==> src/rtl/cpu_pkg.sv <==
// Shared ISA definitions for the 16-bit pipelined CPU: opcode and ALU op
// encodings, register-file geometry and the decoded-instruction payload.
package cpu_pkg;

  localparam int unsigned XLEN   = 16;
  localparam int unsigned REG_AW = 3;
  localparam int unsigned NREGS  = 8;
  localparam int unsigned OPC_W  = 3;
  localparam int unsigned ALU_W  = 4;
  localparam int unsigned BC_W   = 6;

  typedef enum logic [OPC_W-1:0] {
    OP_ALU  = 3'd0,
    OP_ADDI = 3'd1,
    OP_LUI  = 3'd2,
    OP_SW   = 3'd3,
    OP_LW   = 3'd4,
    OP_BR   = 3'd5,
    OP_JALR = 3'd6,
    OP_SYS  = 3'd7
  } opcode_e;

  typedef enum logic [ALU_W-1:0] {
    ALU_ADD  = 4'd0,
    ALU_SUB  = 4'd1,
    ALU_AND  = 4'd2,
    ALU_OR   = 4'd3,
    ALU_XOR  = 4'd4,
    ALU_NAND = 4'd5,
    ALU_SHL  = 4'd6,
    ALU_SHR  = 4'd7
  } alu_op_e;

  // Fields extracted from one instruction word.
  typedef struct packed {
    opcode_e           opcode;
    logic [REG_AW-1:0] tgt;
    logic [REG_AW-1:0] s1;
    logic [REG_AW-1:0] s2;
    alu_op_e           alu_op;
    logic [XLEN-1:0]   imm;
    logic [BC_W-1:0]   branch_code;
    logic              halt;
  } dec_t;

  // Sign-extend the 7-bit immediate to the data width.
  function automatic logic [XLEN-1:0] sext7(input logic [6:0] v);
    return {{(XLEN-7){v[6]}}, v};
  endfunction

endpackage

==> src/rtl/decode_stage_regfile.sv <==
// regfile: 8x16 register file for the decode stage.
//   clk, rst               clock, async active-high reset (all regs clear)
//   we, wr_addr, wr_data   write port, committed on the rising edge
//   rd_addr_a/b            read addresses
//   rd_data_a_c/b_c        combinational read data with write-through
//   r1                     live contents of r1 (program return value)
module regfile
  import cpu_pkg::*;
(
  input  logic              clk,
  input  logic              rst,
  input  logic              we,
  input  logic [REG_AW-1:0] wr_addr,
  input  logic [XLEN-1:0]   wr_data,
  input  logic [REG_AW-1:0] rd_addr_a,
  input  logic [REG_AW-1:0] rd_addr_b,
  output logic [XLEN-1:0]   rd_data_a_c,
  output logic [XLEN-1:0]   rd_data_b_c,
  output logic [XLEN-1:0]   r1
);

  logic [XLEN-1:0] regs [NREGS];

  // Storage; r0 is never written.
  always_ff @(posedge clk or posedge rst) begin
    if (rst) begin
      for (int i = 0; i < int'(NREGS); i++) regs[i] <= '0;
    end else if (we && (wr_addr != '0)) begin
      regs[wr_addr] <= wr_data;
    end
  end

  // Read ports: r0 reads zero, a same-cycle write to the source bypasses storage.
  always_comb begin
    rd_data_a_c = regs[rd_addr_a];
    rd_data_b_c = regs[rd_addr_b];
    if (rd_addr_a == '0)                    rd_data_a_c = '0;
    else if (we && (wr_addr == rd_addr_a))  rd_data_a_c = wr_data;
    if (rd_addr_b == '0)                    rd_data_b_c = '0;
    else if (we && (wr_addr == rd_addr_b))  rd_data_b_c = wr_data;
  end

  assign r1 = regs[1];

endmodule

==> src/rtl/decode_stage.sv <==
// decode_stage: decode stage of the five-stage 16-bit CPU.
// Splits the fetched instruction into fields, reads operands from the
// register file, and detects load-use hazards (stall toward fetch).
//   clk, rst                         clock, async active-high reset
//   flush                            squash the instruction in decode
//   instr_in, bubble_in, pc_in       fetched instruction, invalid flag, PC
//   reg_we, reg_tgt, reg_write_data  writeback port
//   op1_out, op2_out                 operand values of s_1 / s_2
//   pc_out, opcode_out, s_1_out, s_2_out, tgt_out, alu_op_out,
//   imm_out, branch_code_out         registered decoded fields
//   bubble_out, halt_out             registered validity / halt
//   stall                            combinational hold request to fetch
//   ret_val                          live contents of r1
module decode_stage
  import cpu_pkg::*;
(
  input  logic              clk,
  input  logic              rst,
  input  logic              flush,
  input  logic [XLEN-1:0]   instr_in,
  input  logic              bubble_in,
  input  logic [XLEN-1:0]   pc_in,
  input  logic              reg_we,
  input  logic [REG_AW-1:0] reg_tgt,
  input  logic [XLEN-1:0]   reg_write_data,
  output logic [XLEN-1:0]   op1_out,
  output logic [XLEN-1:0]   op2_out,
  output logic [XLEN-1:0]   pc_out,
  output logic [OPC_W-1:0]  opcode_out,
  output logic [REG_AW-1:0] s_1_out,
  output logic [REG_AW-1:0] s_2_out,
  output logic [REG_AW-1:0] tgt_out,
  output logic [ALU_W-1:0]  alu_op_out,
  output logic [XLEN-1:0]   imm_out,
  output logic [BC_W-1:0]   branch_code_out,
  output logic              bubble_out,
  output logic              stall,
  output logic              halt_out,
  output logic [XLEN-1:0]   ret_val
);

  logic            hold_valid;
  logic [XLEN-1:0] hold_instr;
  logic [XLEN-1:0] hold_pc;

  logic [XLEN-1:0] cur_instr;
  logic [XLEN-1:0] cur_pc;
  logic            cur_valid;
  dec_t            dec;
  logic [XLEN-1:0] op1_c;
  logic [XLEN-1:0] op2_c;
  logic            kill_c;

  // A held (stalled) instruction takes precedence over the fetch inputs.
  always_comb begin
    cur_instr = instr_in;
    cur_pc    = pc_in;
    cur_valid = !bubble_in;
    if (hold_valid) begin
      cur_instr = hold_instr;
      cur_pc    = hold_pc;
      cur_valid = 1'b1;
    end
  end

  // Field extraction by opcode; unlisted fields stay zero, alu_op defaults to ADD.
  always_comb begin
    dec        = '0;
    dec.opcode = opcode_e'(cur_instr[15:13]);
    dec.alu_op = ALU_ADD;
    case (dec.opcode)
      OP_ALU: begin
        dec.tgt    = cur_instr[12:10];
        dec.s1     = cur_instr[9:7];
        dec.s2     = cur_instr[2:0];
        dec.alu_op = alu_op_e'(cur_instr[6:3]);
      end
      OP_ADDI, OP_LW, OP_JALR: begin
        dec.tgt = cur_instr[12:10];
        dec.s1  = cur_instr[9:7];
        dec.imm = sext7(cur_instr[6:0]);
      end
      OP_LUI: begin
        dec.tgt = cur_instr[12:10];
        dec.imm = {cur_instr[9:0], 6'b0};
      end
      OP_SW: begin
        dec.s1  = cur_instr[9:7];
        dec.s2  = cur_instr[12:10];
        dec.imm = sext7(cur_instr[6:0]);
      end
      OP_BR: begin
        dec.branch_code = cur_instr[12:7];
        dec.imm         = sext7(cur_instr[6:0]);
      end
      OP_SYS: begin
        dec.imm  = {3'b0, cur_instr[12:0]};
        dec.halt = (cur_instr[12:0] == 13'd0);
      end
      default: ;
    endcase
  end

  regfile u_regfile (
    .clk         (clk),
    .rst         (rst),
    .we          (reg_we),
    .wr_addr     (reg_tgt),
    .wr_data     (reg_write_data),
    .rd_addr_a   (dec.s1),
    .rd_addr_b   (dec.s2),
    .rd_data_a_c (op1_c),
    .rd_data_b_c (op2_c),
    .r1          (ret_val)
  );

  // Load-use: the load now in execute writes a register this instruction reads.
  // Source index 0 can never match since tgt_out is required nonzero.
  assign stall = cur_valid && !flush && !bubble_out
              && (opcode_out == 3'(OP_LW)) && (tgt_out != '0)
              && ((tgt_out == dec.s1) || (tgt_out == dec.s2));

  assign kill_c = flush || stall || !cur_valid;

  // Hold register: capture on stall, release once issued or flushed.
  always_ff @(posedge clk or posedge rst) begin
    if (rst) begin
      hold_valid <= 1'b0;
      hold_instr <= '0;
      hold_pc    <= '0;
    end else if (flush) begin
      hold_valid <= 1'b0;
    end else if (stall) begin
      hold_valid <= 1'b1;
      hold_instr <= cur_instr;
      hold_pc    <= cur_pc;
    end else begin
      hold_valid <= 1'b0;
    end
  end

  // Decode/execute pipeline register.
  always_ff @(posedge clk or posedge rst) begin
    if (rst) begin
      op1_out         <= '0;
      op2_out         <= '0;
      pc_out          <= '0;
      opcode_out      <= '0;
      s_1_out         <= '0;
      s_2_out         <= '0;
      tgt_out         <= '0;
      alu_op_out      <= '0;
      imm_out         <= '0;
      branch_code_out <= '0;
      bubble_out      <= 1'b1;
      halt_out        <= 1'b0;
    end else begin
      op1_out         <= op1_c;
      op2_out         <= op2_c;
      pc_out          <= cur_pc;
      opcode_out      <= dec.opcode;
      alu_op_out      <= dec.alu_op;
      imm_out         <= dec.imm;
      branch_code_out <= dec.branch_code;
      if (kill_c) begin
        bubble_out <= 1'b1;
        halt_out   <= 1'b0;
        tgt_out    <= '0;
        s_1_out    <= '0;
        s_2_out    <= '0;
      end else begin
        bubble_out <= 1'b0;
        halt_out   <= dec.halt;
        tgt_out    <= dec.tgt;
        s_1_out    <= dec.s1;
        s_2_out    <= dec.s2;
      end
    end
  end

endmodule

==> config.mk <==
export PLATFORM = sky130hd
export DESIGN_NAME = decode_stage
export DESIGN_NICKNAME = d
export VERILOG_FILES = /design/src/rtl/cpu_pkg.sv /design/src/rtl/decode_stage_regfile.sv /design/src/rtl/decode_stage.sv
export SDC_FILE = /design/constraint.sdc
export NUM_CORES = 1
export LEC_CHECK = 0
export CAP_MARGIN = 40
export CORE_UTILIZATION = 58
export CTS_CLUSTER_DIAMETER = 30
export DETAILED_ROUTE_END_ITERATION = 8
export DONT_BUFFER_PORTS = 1
export PLACE_DENSITY_LB_ADDON = 0.12
export SYNTH_ARGS = -nofsm -noshare
export SYNTH_HDL_FRONTEND = slang
export SYNTH_HIERARCHICAL = 1
export SYNTH_SLANG_ARGS = --single-unit
==> constraint.sdc <==
create_clock -name clk -period 4.35 [get_ports clk]
set_clock_uncertainty 0.05 [all_clocks]
set_input_delay 0.87 -clock clk [delete_from_list [all_inputs] [get_ports clk]]
set_output_delay 0.87 -clock clk [all_outputs]
set_load 0.03 [all_outputs]
==> impl_metrics.csv, run 1 <==
group,metric,value,unit
pwr,peakVddDrop,335,µV
placed_design,dp_worst_setup_slack,759,ps
logic_synthesis,avgSynthCellArea,13.5,µm²
grt,grt_usage,28.7,%
cts,cts_buffers,46,
cts,cts_buffer_depth,3,
route,drt-initial-drc-count,405,
placed_design,place.gp.congestion,0.897,
timing,setup_violations,0,
timing,slew-limit-headroom,37.1,%
logic_synthesis,synth_cell_types,47,
grt,grt_max_degree,69,
setup_path,cp_slowest_cell,"dfrtp_2",
timing,max_freq,246,MHz
cts,post_cts_buffers,0,
setup_path,path_delay_family,"compound AO/OA/AOI/OAI gates",
floorplan,die_w,145,µm
timing,worst_slack,288,ps
cells_and_area,final_cell_count_no_fill,1170,
floorplan,initial_core_util,60.0,%
logic_synthesis,synthesis.area,11900,µm²
timing,setup_tns,0,ps
pwr,seqPwrFrac,39.9,%
cells_and_area,drive_gt1_share,32.9,%
cts,clkSinkCount,249,
cts,clk_latency,530,ps
setup_path,rr_worst_depth,10,
pwr,power_density,570,nW/µm²
floorplan,dieArea,21100,µm²
route,ant_nets,0,
cts,h-tree-depth,2,
setup_path,cp_data_required_time,3430,ps
logic_synthesis,syn_inst,881,
pwr,p_clk_share,48.9,%
route,firstDrtPassIters,5,
logic_synthesis,synthTopCellsByArea,"dfrtp_1, mux2_2, mux2i_1, mux4_1, mux4_2",
cells_and_area,finish.utilization,68.9,%
setup_path,crit_path_start_kind,"flop",
placed_design,port_buffers,0,
setup_path,path_class,"reg -> out",
grt,grt_pass1_wl,46300,µm
setup_path,cpPeakStageDelay,650,ps
route,wire_per_inst,25.1,µm
setup_path,path_buf_inv,2,
placed_design,placed_cell_area,11900,µm²
floorplan,num_io_pins,161,
cts,cts_resized,0,
timing,fin_crit,4060,ps
pwr,power,7.76,mW
setup_path,rr_endpoint,"op1_out[5]",
route,dr_total_vias,7459,
pwr,p_switching,2.06,mW
grt,antenna_found_initial,0,
setup_path,arrival,3140,ps
route,wl,29400,µm
floorplan,die_h,145,µm
cts,cts_hold_buf,0,
cells_and_area,diodes,0,
pwr,combPwrFrac,11.2,%
route,viasPerCell,6.38,
setup_path,crit_path_end_kind,"primary output",
outcome,status,"complete, no violations",
timing,worst_slew_pin_slew,943,ps
cells_and_area,area_growth,14.7,%
pwr,leakage,5.86,nW
grt,grt_pass1_vias,7979,
cells_and_area,nNetsFinal,923,
logic_synthesis,synth-seq-cells,249,
setup_path,crit_fanout,29,
pwr,intPower,5.70,mW
cells_and_area,stdcell_area,13600,µm²
placed_design,dp_cells,1084,
timing,period_share,93.4,%
timing,hold_violations,0,
grt,overflow,0,
cts,clkTransAtPathRegs,50,ps
cts,cts_tree,"built",
cells_and_area,fill_cells,1338,
logic_synthesis,netlist.area_leader.share,52.3,%
timing,slew_violations,0,
setup_path,timing.rr.start,"hold_valid",
setup_path,rrSetupSlack,780,ps
setup_path,crit_chain,"buf_6 > mux2_2 > a32oi_1 > xnor2_1 > o31ai_1 > buf_4",
timing,rsz0062_at_grt,"no",
cts,cts_root_buffer,"clkbuf_16",
route,route.detailed.drc,0,
logic_synthesis,yosys.area.top_type,"dfrtp_1",
min_path,min_path_type,"in -> async",
flow_run,drv_cap,0,
timing,holdWs,111,ps
placed_design,dp_hpwl,18900,µm
logic_synthesis,yosysWarnings,6,
floorplan,rows,51,
pwr,netSwitchingFraction,26.6,%
logic_synthesis,seq_area_frac_synth,52.5,%
floorplan,core,19800,µm²
logic_synthesis,synth_nets,937,
==> power by group through the flow <==
stage	Clock, mW	Sequential [mW]	Combinational, mW
final	3.80	3.10	0.868
after global routing	3.97	3.13	0.938
after CTS	3.84	3.09	0.872
after detailed placement	0	3.12	0.860
after global placement	0	3.10	0.835
after floorplan	0	2.96	0.825
==> cells by family after synthesis <==
logic type             Yosys count  share of synthesized area (%)
AO/OA/AOI/OAI                   91                           5.23
flip-flops                     249                           52.5
AND/OR/NAND/NOR                141                           6.21
buffers and inverters          109                           5.63
XOR/XNOR                        12                          0.885
multiplexers                   279                           29.6
==> registers in the layout, summed over array words and instances (netlist names), 4 cells and up <==
| signal | count |
|---|---|
| u_regfile/regs | 112 |
| hold_instr | 16 |
| hold_pc | 16 |
| imm_out | 16 |
| op1_out | 16 |
| op2_out | 16 |
| pc_out | 16 |
| u_regfile/r1 | 16 |
| branch_code_out | 6 |
| alu_op_out | 4 |
==> cells in the mapped netlist, drive strengths merged <==
cell type	number
dfrtp	248
mux2	163
mux2i	82
buf	68
nor2	60
nor3	41
mux4	34
o22ai	33
a211oi	30
clkbuf	24
inv	17
o21ai	10
nand2	9
a21oi	8
xnor2	8
nand4	6
nor4	5
a22oi	4
nand3	4
xor2	4
nand4b	3
or2	3
a32oi	2
and4	2
nand2b	2
o31ai	2
or4	2
a21o	1
and3	1
and4bb	1
dfstp	1
nor4bb	1
o21a	1
or4b	1
==> worst max-delay path by stage <==
stage | startpoint | endpoint | cells past startpoint
after floorplan | rst | u_regfile/r1[0] | 1
after global placement | instr_in[15] | op1_out[1] | 10
after detailed placement | instr_in[15] | op1_out[1] | 10
after CTS | hold_valid | stall | 6
after global routing | hold_valid | stall | 7
final | hold_valid | stall | 6
==> per-layer routing <==
| layer | vias up | share of wire [%] | track usage [%] | routed length, µm |
|---|---|---|---|---|
| met5 | - | 0 | 0 | 0 |
| met4 | 0 | 3.7 | 12.3 | 1080 |
| met3 | 80 | 7.3 | 7.17 | 2160 |
| met2 | 313 | 50 | 47.7 | 14600 |
| met1 | 3844 | 39 | 35.7 | 11600 |
| li1 | 3222 | - | - | - |
==> cell usage in the layout (no fill, tap or decap), types with 9 or more instances in the layout <==
cell / n
o21ai_0: 10
mux2_2: 140
clkbuf_16: 49
mux2_1: 23
mux4_1: 18
o22ai_1: 33
mux4_2: 16
nor3_1: 35
a211oi_1: 30
dfrtp_1: 247
inv_1: 10
nand2_1: 9
mux2i_1: 78
buf_4: 24
nor2_1: 60
==> layout make-up <==
type / instances / area, µm² / share of cell area, %
clock buffer: 59 / 1330 / 9.79
clock inverter: 27 / 352 / 2.58
inverter: 17 / 68.8 / 0.505
multi-input combinational: 523 / 5000 / 36.7
sequential: 249 / 6230 / 45.8
tap: 265 / 332 / 2.43
timing repair buffer: 30 / 307 / 2.25
Power figures use the tool's default switching activity.
==> run 2: changes to the inputs <==
--- a/config.mk
+++ b/config.mk
@@ -11,6 +11,7 @@
 export DETAILED_ROUTE_END_ITERATION = 8
 export DONT_BUFFER_PORTS = 1
 export PLACE_DENSITY_LB_ADDON = 0.12
+export SKIP_LAST_GASP = 1
 export SYNTH_ARGS = -nofsm -noshare
 export SYNTH_HDL_FRONTEND = slang
 export SYNTH_HIERARCHICAL = 1
==> results of run 2 <==
The final DEF is identical to that of run 1; final timing and power are the same.
